### src/rtl/cv32e40s_fencei_flush_responder_if.sv
// Signal bundle between the controller side and the fence.i flush responder.
// Handshakes: req is held until ack; an invalidate transfers in any cycle where inval_valid_o && inval_ready_i, and valid/idx stay stable until then.
interface cv32e40s_fencei_flush_responder_if #(
   parameter int IDX_W = 4,
   parameter int CNT_W = 2
);
   logic             fencei_flush_req_i;
   logic             fencei_flush_ack_o;
   logic             obi_req_i;
   logic             obi_gnt_i;
   logic             obi_rvalid_i;
   logic             wbuf_empty_i;
   logic             inval_valid_o;
   logic [IDX_W-1:0] inval_idx_o;
   logic             inval_ready_i;
   logic             busy_o;
   logic             timeout_err_o;
   logic [1:0]       dbg_state;
   logic [CNT_W-1:0] dbg_count;

   modport master (
      output fencei_flush_req_i, obi_req_i, obi_gnt_i, obi_rvalid_i, wbuf_empty_i, inval_ready_i,
      input  fencei_flush_ack_o, inval_valid_o, inval_idx_o, busy_o, timeout_err_o, dbg_state, dbg_count
   );

   modport slave (
      input  fencei_flush_req_i, obi_req_i, obi_gnt_i, obi_rvalid_i, wbuf_empty_i, inval_ready_i,
      output fencei_flush_ack_o, inval_valid_o, inval_idx_o, busy_o, timeout_err_o, dbg_state, dbg_count
   );
endinterface

### src/rtl/cv32e40s_fencei_flush_responder.sv
// fence.i flush responder: drain data OBI + write buffer, sweep I-cache invalidate, one-cycle ack.
// Optional drain watchdog enabled by defining CV32E40S_FENCEI_TIMEOUT_EN.
module cv32e40s_fencei_flush_responder #(
   parameter int NUM_LINES       = 16,
   parameter int MAX_OUTSTANDING = 2,
   parameter int TIMEOUT_CYCLES  = 1024,
   localparam int IDX_W = $clog2(NUM_LINES),
   localparam int CNT_W = $clog2(MAX_OUTSTANDING + 1)
) (
   input logic clk,
   input logic rst,
   cv32e40s_fencei_flush_responder_if.slave bus
);

   typedef enum logic [1:0] {
      IDLE  = 2'd0,
      DRAIN = 2'd1,
      INVAL = 2'd2,
      ACK   = 2'd3
   } state_e;

   localparam logic [CNT_W-1:0] CNT_MAX  = CNT_W'(MAX_OUTSTANDING);
   localparam logic [IDX_W-1:0] IDX_LAST = IDX_W'(NUM_LINES - 1);

   if (NUM_LINES < 2 || (NUM_LINES & (NUM_LINES - 1)) != 0 || TIMEOUT_CYCLES < 2 || MAX_OUTSTANDING < 1) begin : g_param_check
      $error("cv32e40s_fencei_flush_responder: illegal parameter combination");
   end

   state_e           state_q, state_d;
   logic [IDX_W-1:0] idx_q, idx_d;
   logic [CNT_W-1:0] count_q, count_d;
   logic             busy_q, busy_d;
   logic             valid_q, valid_d;
   logic             ack_q, ack_d;
   logic             inc, dec, drain_ok, wd_expired;

   assign inc = bus.obi_req_i & bus.obi_gnt_i;
   assign dec = bus.obi_rvalid_i;

   // Saturating count; drain looks at the post-update value so a final rvalid ends the wait this cycle.
   always_comb begin
      count_d = count_q;
      if (inc && !dec && count_q != CNT_MAX) begin
         count_d = count_q + CNT_W'(1);
      end else if (dec && !inc && count_q != '0) begin
         count_d = count_q - CNT_W'(1);
      end
   end

   assign drain_ok = (count_d == '0) && bus.wbuf_empty_i;

   // State register
   always_ff @(posedge clk) begin
      if (rst) begin
         state_q <= IDLE;
         idx_q   <= '0;
         count_q <= '0;
         busy_q  <= 1'b0;
         valid_q <= 1'b0;
         ack_q   <= 1'b0;
      end else begin
         state_q <= state_d;
         idx_q   <= idx_d;
         count_q <= count_d;
         busy_q  <= busy_d;
         valid_q <= valid_d;
         ack_q   <= ack_d;
      end
   end

   // Next-state logic
   always_comb begin
      state_d = state_q;
      idx_d   = idx_q;
      unique case (state_q)
         IDLE: begin
            if (bus.fencei_flush_req_i) state_d = DRAIN;
         end
         DRAIN: begin
            if (drain_ok || wd_expired) begin
               state_d = INVAL;
               idx_d   = '0;
            end
         end
         INVAL: begin
            if (bus.inval_ready_i) begin
               if (idx_q == IDX_LAST) state_d = ACK;
               else                   idx_d   = idx_q + IDX_W'(1);
            end
         end
         ACK: begin
            state_d = IDLE;
         end
         default: begin
            state_d = IDLE;
         end
      endcase
   end

   // Output logic, decoded from the next state so every output leaves a flop
   always_comb begin
      busy_d  = (state_d != IDLE);
      valid_d = (state_d == INVAL);
      ack_d   = (state_d == ACK);
   end

`ifdef CV32E40S_FENCEI_TIMEOUT_EN
   localparam int WD_W = $clog2(TIMEOUT_CYCLES);
   logic [WD_W-1:0] wd_q;
   logic            err_q;

   assign wd_expired = (wd_q == WD_W'(TIMEOUT_CYCLES - 1));

   always_ff @(posedge clk) begin
      if (rst) begin
         wd_q  <= '0;
         err_q <= 1'b0;
      end else begin
         wd_q <= (state_q == DRAIN && state_d == DRAIN) ? wd_q + WD_W'(1) : '0;
         if (state_q == DRAIN && !drain_ok && wd_expired) begin
            err_q <= 1'b1;
         end else if (state_q == IDLE && bus.fencei_flush_req_i) begin
            err_q <= 1'b0;
         end
      end
   end

   assign bus.timeout_err_o = err_q;
`else
   assign wd_expired        = 1'b0;
   assign bus.timeout_err_o = 1'b0;
`endif

   assign bus.fencei_flush_ack_o = ack_q;
   assign bus.inval_valid_o      = valid_q;
   assign bus.inval_idx_o        = idx_q;
   assign bus.busy_o             = busy_q;
   assign bus.dbg_state          = state_q;
   assign bus.dbg_count          = count_q;

   a_no_overflow: assert property (@(posedge clk) disable iff (rst) !(inc && !dec && count_q == CNT_MAX));
   a_no_underflow: assert property (@(posedge clk) disable iff (rst) !(dec && !inc && count_q == '0));
   a_req_drop_after_ack: assert property (@(posedge clk) disable iff (rst) ack_q |=> !bus.fencei_flush_req_i);

endmodule

### src/flat_wrapper.sv
// flat-port wrapper written by rule: the top's interface ports become plain ports
module cv32e40s_fencei_flush_responder_flat 
#(
   parameter int NUM_LINES       = 16,
   parameter int MAX_OUTSTANDING = 2,
   parameter int TIMEOUT_CYCLES  = 1024,
   localparam int IDX_W = $clog2(NUM_LINES),
   localparam int CNT_W = $clog2(MAX_OUTSTANDING + 1)
)
  (clk, rst, bus_fencei_flush_req_i, bus_obi_req_i, bus_obi_gnt_i, bus_obi_rvalid_i, bus_wbuf_empty_i, bus_inval_ready_i, bus_fencei_flush_ack_o, bus_inval_valid_o, bus_inval_idx_o, bus_busy_o, bus_timeout_err_o, bus_dbg_state, bus_dbg_count);
  cv32e40s_fencei_flush_responder_if #(.IDX_W(($clog2((16)))), .CNT_W(($clog2((2) + 1)))) bus_i ();
  input logic clk;
  input logic rst;
  input wire logic [$bits(bus_i.fencei_flush_req_i)-1:0] bus_fencei_flush_req_i;
  input wire logic [$bits(bus_i.obi_req_i)-1:0] bus_obi_req_i;
  input wire logic [$bits(bus_i.obi_gnt_i)-1:0] bus_obi_gnt_i;
  input wire logic [$bits(bus_i.obi_rvalid_i)-1:0] bus_obi_rvalid_i;
  input wire logic [$bits(bus_i.wbuf_empty_i)-1:0] bus_wbuf_empty_i;
  input wire logic [$bits(bus_i.inval_ready_i)-1:0] bus_inval_ready_i;
  output wire logic [$bits(bus_i.fencei_flush_ack_o)-1:0] bus_fencei_flush_ack_o;
  output wire logic [$bits(bus_i.inval_valid_o)-1:0] bus_inval_valid_o;
  output wire logic [$bits(bus_i.inval_idx_o)-1:0] bus_inval_idx_o;
  output wire logic [$bits(bus_i.busy_o)-1:0] bus_busy_o;
  output wire logic [$bits(bus_i.timeout_err_o)-1:0] bus_timeout_err_o;
  output wire logic [$bits(bus_i.dbg_state)-1:0] bus_dbg_state;
  output wire logic [$bits(bus_i.dbg_count)-1:0] bus_dbg_count;
  assign bus_i.fencei_flush_req_i = bus_fencei_flush_req_i;
  assign bus_i.obi_req_i = bus_obi_req_i;
  assign bus_i.obi_gnt_i = bus_obi_gnt_i;
  assign bus_i.obi_rvalid_i = bus_obi_rvalid_i;
  assign bus_i.wbuf_empty_i = bus_wbuf_empty_i;
  assign bus_i.inval_ready_i = bus_inval_ready_i;
  assign bus_fencei_flush_ack_o = bus_i.fencei_flush_ack_o;
  assign bus_inval_valid_o = bus_i.inval_valid_o;
  assign bus_inval_idx_o = bus_i.inval_idx_o;
  assign bus_busy_o = bus_i.busy_o;
  assign bus_timeout_err_o = bus_i.timeout_err_o;
  assign bus_dbg_state = bus_i.dbg_state;
  assign bus_dbg_count = bus_i.dbg_count;
  cv32e40s_fencei_flush_responder #(.NUM_LINES(NUM_LINES), .MAX_OUTSTANDING(MAX_OUTSTANDING), .TIMEOUT_CYCLES(TIMEOUT_CYCLES)) u_core (.clk(clk), .rst(rst), .bus(bus_i));
endmodule
### config.mk
export PLATFORM = sky130hd
export DESIGN_NAME = cv32e40s_fencei_flush_responder_flat
export DESIGN_NICKNAME = d
export VERILOG_FILES = /design/src/rtl/cv32e40s_fencei_flush_responder_if.sv /design/src/rtl/cv32e40s_fencei_flush_responder.sv /design/src/flat_wrapper.sv
export SDC_FILE = /design/constraint.sdc
export NUM_CORES = 1
export LEC_CHECK = 0
export ABC_CLOCK_PERIOD_IN_PS = 1800
export BUFFER_PORTS_ARGS = -buffer_cell sky130_fd_sc_hd__buf_2
export CAP_MARGIN = 20
export CORE_MARGIN = 2
export CORE_UTILIZATION = 35
export CTS_BUF_LIST = sky130_fd_sc_hd__clkbuf_4 sky130_fd_sc_hd__clkbuf_8
export DETAILED_ROUTE_END_ITERATION = 10
export GPL_ROUTABILITY_DRIVEN = 0
export PLACE_DENSITY = 0.67
export SYNTH_ARGS = -nofsm -noshare
export SYNTH_HDL_FRONTEND = slang
export SYNTH_SLANG_ARGS = --single-unit
export TNS_END_PERCENT = 50
### constraint.sdc
create_clock -name clk -period 1.8 [get_ports clk]
set_clock_uncertainty 0.05 [all_clocks]
set_input_delay 0.09 -clock clk [delete_from_list [all_inputs] [get_ports clk]]
set_output_delay 0.09 -clock clk [all_outputs]
set_load 0.005 [all_outputs]
# After elaboration in Yosys (flattened, before gate mapping)
# Index checks and enable logic that the tools add are counted.
# Widths: inputs -> output; s select.
# classes
n_addsub	3
shifts	0
n_mux	11
n_eq_ne	10
n_bitwise	1
div_mod_pow	0
n_reduce_logical	13
mul	0
n_lt_le_gt_ge	0
# op_table
cell	count
$mux 2	6
$mux 4	3
$eq 2x2->1 const B	4
$pmux 2 s4	1
$pmux 4 s2	1
$ne 2x2->1 const B	3
$reduce_bool 2->1	3
$logic_and 1x1->1	5
$add 4x1->4 const B	1
$eq 4x4->1 const B	1
$logic_not 2->1	2
$reduce_and 4->1	1
$add 2x1->2 const B	1
$eq 2x1->1 const B	1
$logic_not 1->1	2
$ne 2x1->1 const B	1
$sub 2x1->2 const B	1
$and 1x1->1	1
# word_totals
inputBits	8
rom_bits	0
latch_bits	0
register_bits	11
mem_bits_rw	0
memories	0

# Longest topological paths before layout
# logic_depth
ltp_word	11
mapped_depth	8
ltp_nobuf	7

# Least setup slack after synthesis
# No wires, ideal clock.
# synth_path
path_type	reg-to-reg
startpoint	register u_core.count_q[0] (netlist: u_core.bus.dbg_count[0])
endpoint	register u_core.state_q[1] (netlist: u_core.bus.dbg_state[1])
n_path_buf	1
t_required_ns	1.635
setup_slack_ns	0.077
arrival_time_ns	1.558
synth_period_minus_slack_ns	1.723
path_stages_with_launch	9
path_cell_list	dfxtp_1 inv_1 ha_1 and4bb_4 a21oi_2 xnor2_1 and3_1 buf_4 o21a_1
# synth_via
elab_chain_cells	8
word_cells_on_any_way	12
classes_between	add/sub: 2; eq/ne: 1; mux: 4; reduce/logical: 5
# synth_rtl
element	line	source
start: declaration	cv32e40s_fencei_flush_responder.sv:31	logic [CNT_W-1:0] count_q, count_d;
start signal: assignment	cv32e40s_fencei_flush_responder.sv:64	count_q <= count_d;
parallel branches: the longest is 3 deep, another holds $sub 2x1->2	--	
$mux 2 (*)	cv32e40s_fencei_flush_responder.sv:43	if (inc && !dec && count_q != CNT_MAX) begin
$logic_not 2->1 (*)	cv32e40s_fencei_flush_responder.sv:50	assign drain_ok = (count_d == '0) && bus.wbuf_empty_i;
$logic_and 1x1->1 (*)	cv32e40s_fencei_flush_responder.sv:50	
$mux 2 (*)	cv32e40s_fencei_flush_responder.sv:80	if (drain_ok || wd_expired) begin
$pmux 2 s4 (*)	cv32e40s_fencei_flush_responder.sv:75	unique case (state_q)
end signal: assignment	cv32e40s_fencei_flush_responder.sv:62	state_q <= state_d;
end: declaration	cv32e40s_fencei_flush_responder.sv:29	state_e state_q, state_d;
# Mark *: on every way between the ends.
# A chain may end at the register's enable or synchronous reset.

# Worst setup path in the final report
# layout_path
startpoint	register u_core.count_q[0] (netlist: u_core.bus.dbg_count[0])
endpoint	register u_core.idx_q[1] (netlist: u_core.bus.inval_idx_o[1])
# layout_via
elab_chain_cells	8
word_cells_on_any_way	12
classes_between	add/sub: 2; eq/ne: 2; mux: 2; reduce/logical: 6
# layout_rtl
element	line	source
parallel branches: the longest is 3 deep, another holds $sub 2x1->2	--	
$mux 2 (*)	cv32e40s_fencei_flush_responder.sv:43	
$logic_not 2->1 (*)	cv32e40s_fencei_flush_responder.sv:50	
$logic_and 1x1->1 (*)	cv32e40s_fencei_flush_responder.sv:50	
$ne 2x1->1 (no source line) (*)	--	
$reduce_and 4->1 (no source line) (*)	--	
end signal: assignment	cv32e40s_fencei_flush_responder.sv:63	idx_q <= idx_d;
end: declaration	cv32e40s_fencei_flush_responder.sv:30	logic [IDX_W-1:0] idx_q, idx_d;
# Marked as above.

==> results summary <==
Port buffering added 18 buffers. The clock network latency to the later pin of the worst-skew pair came out at 260 ps. The biggest cell delay along the critical path came out at 330 ps. The clock tree buffer depth is 2.

The floorplan die width is 45.1 um. The final antenna diode count is 0. Once detail routing completed, the nets flagged for antenna violations numbered 0. Across the VDD grid, the largest voltage drop is 0.000348 V. The overall global routing resource usage is 0.138.

The xor-xnor portion of the synthesized cell area is 0.0148. The share of synthesized area in the top cell type comes to 0.373. By area, the combinational part of the netlist is dominated by simple AND/OR/NAND/NOR gates. The number of synthesized register bits came out at 11. The mux contribution to synthesized area is 0. The worst hold path begins at rst. The cell chosen for the clock root is sky130_fd_sc_hd__clkbuf_4. The setup TNS after final layout is 0 ps. In this run the count of I/O pins placed on the die edge is 20. The setup slack of the worst register-to-register path came out at 130 ps. The fraction of the cycle the final worst path needs came out at 0.926.

Of the total power, the clock network draws 0.291. The first TritonRoute pass finished after 4 iterations. The via count of the first global-routing pass came to 489. The time the final worst path needs with I/O delays and setup is 1670 ps. After detailed routing, the number of remaining DRC violations is 0. The average via count per standard cell is 5.22. Ranked by instance count, the synthesized netlist is headed by sky130_fd_sc_hd__dfxtp_1 (11), sky130_fd_sc_hd__nand3_1 (7), sky130_fd_sc_hd__nor2_1 (5), sky130_fd_sc_hd__ha_1 (3), sky130_fd_sc_hd__o21a_1 (3). The most used flip-flop cell after synthesis is sky130_fd_sc_hd__dfxtp_1. The post-synthesis instance area came out at 591 um^2. Summed over all cells, the static leakage comes to 0.321 nW. Of the total synthesized cell area, the portion taken by AND, OR, NAND and NOR gates is 0.303. The remaining global-route overflow came out at 0. The synthesized area per cell came out at 8.95 um^2. The first-pass GRT wire length is 2.08 mm. The number of setup buffers added after CTS is 0. The largest driver fanout on the critical path is 6. For this configuration, the core starts out at a cell density of 0.383. The sequential cell area fraction in the yosys report came out at 0.373.

The design internal power is 444 uW. The type of destination of the critical path is a flip-flop. The path with the worst hold slack has its endpoint at u_core.bus.dbg_count[0]$_SDFF_PP0_. The count of pins over their slew limit came to 0. The number of cells on the worst hold path is 2. The number of endpoints with negative hold slack in the final report came to 0.

The post-synthesis adder-cell area fraction is 0.0636. The fraction of final layout cells sized beyond drive strength 1 came out at 0.391. Based on the critical path, the design can be clocked at up to 600 MHz. The count of final setup violators is 0. The largest net degree at the start of global routing came out at 10.

For this block, the initial DRC count from the detailed router was 19. In the post-synthesis netlist, the cell with the most instances is sky130_fd_sc_hd__dfxtp_1. The number of enable flip-flop cells after synthesis is 0.

Sorting the synthesized cells by area gives the leading types as sky130_fd_sc_hd__dfxtp_1 (37%), sky130_fd_sc_hd__ha_1 (6.4%), sky130_fd_sc_hd__nand3_1 (5.9%). The signed area change from the synthesized netlist to the final layout came out at 23.9%. The post-detailed-route wirelength per cell came out at 11.9 um.

The critical path data arrival time came out at 1770 ps. The worst-path cell with the longest stage delay is sky130_fd_sc_hd__dfxtp_2. The floorplan has 14 rows.

The clock net sink count is 11. The net count after synthesis is 77. The signal on the critical path passes through inv_2 -> ha_1 -> and4bb_4 -> a21oi_2 -> xnor2_1 -> and3_2 -> o22ai_1. The synthesized design spends more area on one cell type than any other, namely sky130_fd_sc_hd__dfxtp_1.

The number of antenna violations at the first check in global routing was 0. The flow ran to the end, and the final reports show no timing, DRC or antenna violations. In this run the number of H-tree levels came out at 1.

Setup repair after global routing left no endpoint under its margin. The CTS buffer count came out at 3. The power density over cell area is 839 nW/um^2. The floorplan die height is 45.1 um.

The launching element type of the critical path is a flip-flop. The core region is 1540 um^2. Detailed placement finished with a half-perimeter wire length of 949 um. Data on the critical path is required at its endpoint by 1900 ps. The tool flagged a number of max-cap violations equal to 0. The share of synthesized flip-flops with an asynchronous set or reset is 0. Excluding fillers, the count of instances in the completed layout stands at 103. The worst flop-to-flop path startpoint is u_core.bus.dbg_count[0]$_SDFF_PP0_. The number of cells produced by synthesis came out at 66. The via total after detailed routing is 538. The worst setup path category is flip-flop to flip-flop.

The endpoint identified for the worst register-to-register timing path is u_core.bus.inval_idx_o[1]$_SDFFE_PP0P_. The area fraction in compound gates after synthesis is 0.178. For this design, the CTS-stage hold fixing added 0 buffers. The wire length after detailed routing is 1.23 mm. The clock-pin slew reported for the worst setup and hold paths after clock tree synthesis is 60 ps. The distinct cell type count of the synthesized netlist came out at 35. The part of the power in combinational logic came out at 0.255.

The number of warnings printed during yosys synthesis came out at 0. TritonCTS built the clock tree. The share of total power dissipated in sequential elements is 0.454.

The number of cells in the design after placement came out at 99. For the worst flop-to-flop path, the logic depth is 7. The switching power as a share of total power is 0.277. The number of nets in the finished design is 99.

The area of the die is 2030 um^2. The net switching power of the design is 170 uW. The tightest min-delay check is of the primary input to flip-flop type.
[worst max-delay path by stage]
stage	cells past startpoint	from	slack, ps	endpoint
3_3_place_gp	6	u_core.bus.dbg_count[1]$_SDFF_PP0_	90	u_core.bus.inval_idx_o[1]$_SDFFE_PP0P_
4_1_cts	7	u_core.bus.dbg_count[0]$_SDFF_PP0_	40	u_core.bus.inval_idx_o[1]$_SDFFE_PP0P_
3_5_place_dp	7	u_core.bus.dbg_count[0]$_SDFF_PP0_	60	u_core.bus.inval_idx_o[1]$_SDFFE_PP0P_
6_report	7	u_core.bus.dbg_count[0]$_SDFF_PP0_	130	u_core.bus.inval_idx_o[1]$_SDFFE_PP0P_
2_1_floorplan	8	u_core.bus.dbg_count[0]$_SDFF_PP0_	80	u_core.bus.dbg_state[1]$_SDFF_PP0_
5_1_grt	8	u_core.bus.dbg_count[0]$_SDFF_PP0_	20	u_core.bus.dbg_state[0]$_SDFF_PP0_
[per-layer routing]
metal / share of wire / wire length [um] / vias up / global-route usage
met1: 0.45 / 553 / 248 / 0.177
li1: - / - / 280 / -
met3: 0.046 / 56 / 0 / 0.0240
met5: 0 / 0 / - / 0
met4: 0 / 0 / 0 / 0.0706
met2: 0.50 / 619 / 10 / 0.220
[critical path, delay by kind of cell (launching register included)]
| family | cells | cell delay, ps |
|---|---|---|
| AND/OR/NAND/NOR | 2 | 600 |
| flip-flops | 1 | 330 |
| XOR/XNOR | 1 | 190 |
| adder cells (fa/ha/maj) | 1 | 190 |
| AO/OA/AOI/OAI | 2 | 140 |
| buffers and inverters | 1 | 50 |
[what timing repair did]
action / 4_1_cts / 5_1_grt
endpoints found under the hold margin: 0 / 0
gates resized for setup: 0 / 4
setup endpoints to repair: 0 / 7
[cell usage in the layout (no fill, tap or decap), drive strengths merged, types with 2 or more instances in the layout]
cell,count
buf,21
dfxtp,11
nand3,8
nor2,5
clkbuf,4
o21a,3
ha,3
a21oi,3
o21ai,3
nand2,2
nand4b,2
inv,2
nor2b,2
[cells by family after synthesis]
group / Yosys count
AOI/OAI and AO/OA: 15
xor gates and xnor gates: 1
adders and majority gates: 3
buffers and inverters: 7
DFF: 11
other: 1
and+or+nand+nor: 28
[power groups by stage]
| stage | sequential [mW] | clock, mW | combinational [mW] |
|---|---|---|---|
| after floorplan | 0.282 | 0 | 0.0984 |
| after global placement | 0.281 | 0 | 0.154 |
| after detailed placement | 0.282 | 0 | 0.155 |
| after CTS | 0.276 | 0.187 | 0.157 |
| after global routing | 0.282 | 0.198 | 0.173 |
| final | 0.279 | 0.179 | 0.156 |
[through the flow]
stage	hold slack (ps)	cell area (um^2)	power (mW)	utilization	setup slack, ps
after floorplan	223	591	0.380	-	77.4
after global placement	326	698	0.435	0.453	88.3
after detailed placement	329	698	0.437	0.453	58.0
after CTS	44.6	728	0.620	0.472	36.1
after global routing	46.0	732	0.653	0.475	15.0
final	44.8	732	0.614	0.475	133
[area by class of cell]
type / count / area [um^2]
clock buffers: 4 / 30.0
fillers: 159 / 810
inverters: 3 / 11.3
multi-input cells: 48 / 335
flip-flops and latches: 11 / 223
well taps: 16 / 20.0
repair buffers: 21 / 113
[sequential cells by signal, indices dropped and copies added, names as in the netlist]
register	count
u_core.bus.inval_idx_o	4
u_core.bus.inval_valid_o	1
u_core.bus.fencei_flush_ack_o	1
u_core.bus.busy_o	1
u_core.bus.dbg_state	2
u_core.bus.dbg_count	2
Note: power is estimated with default switching activity, not from simulation.
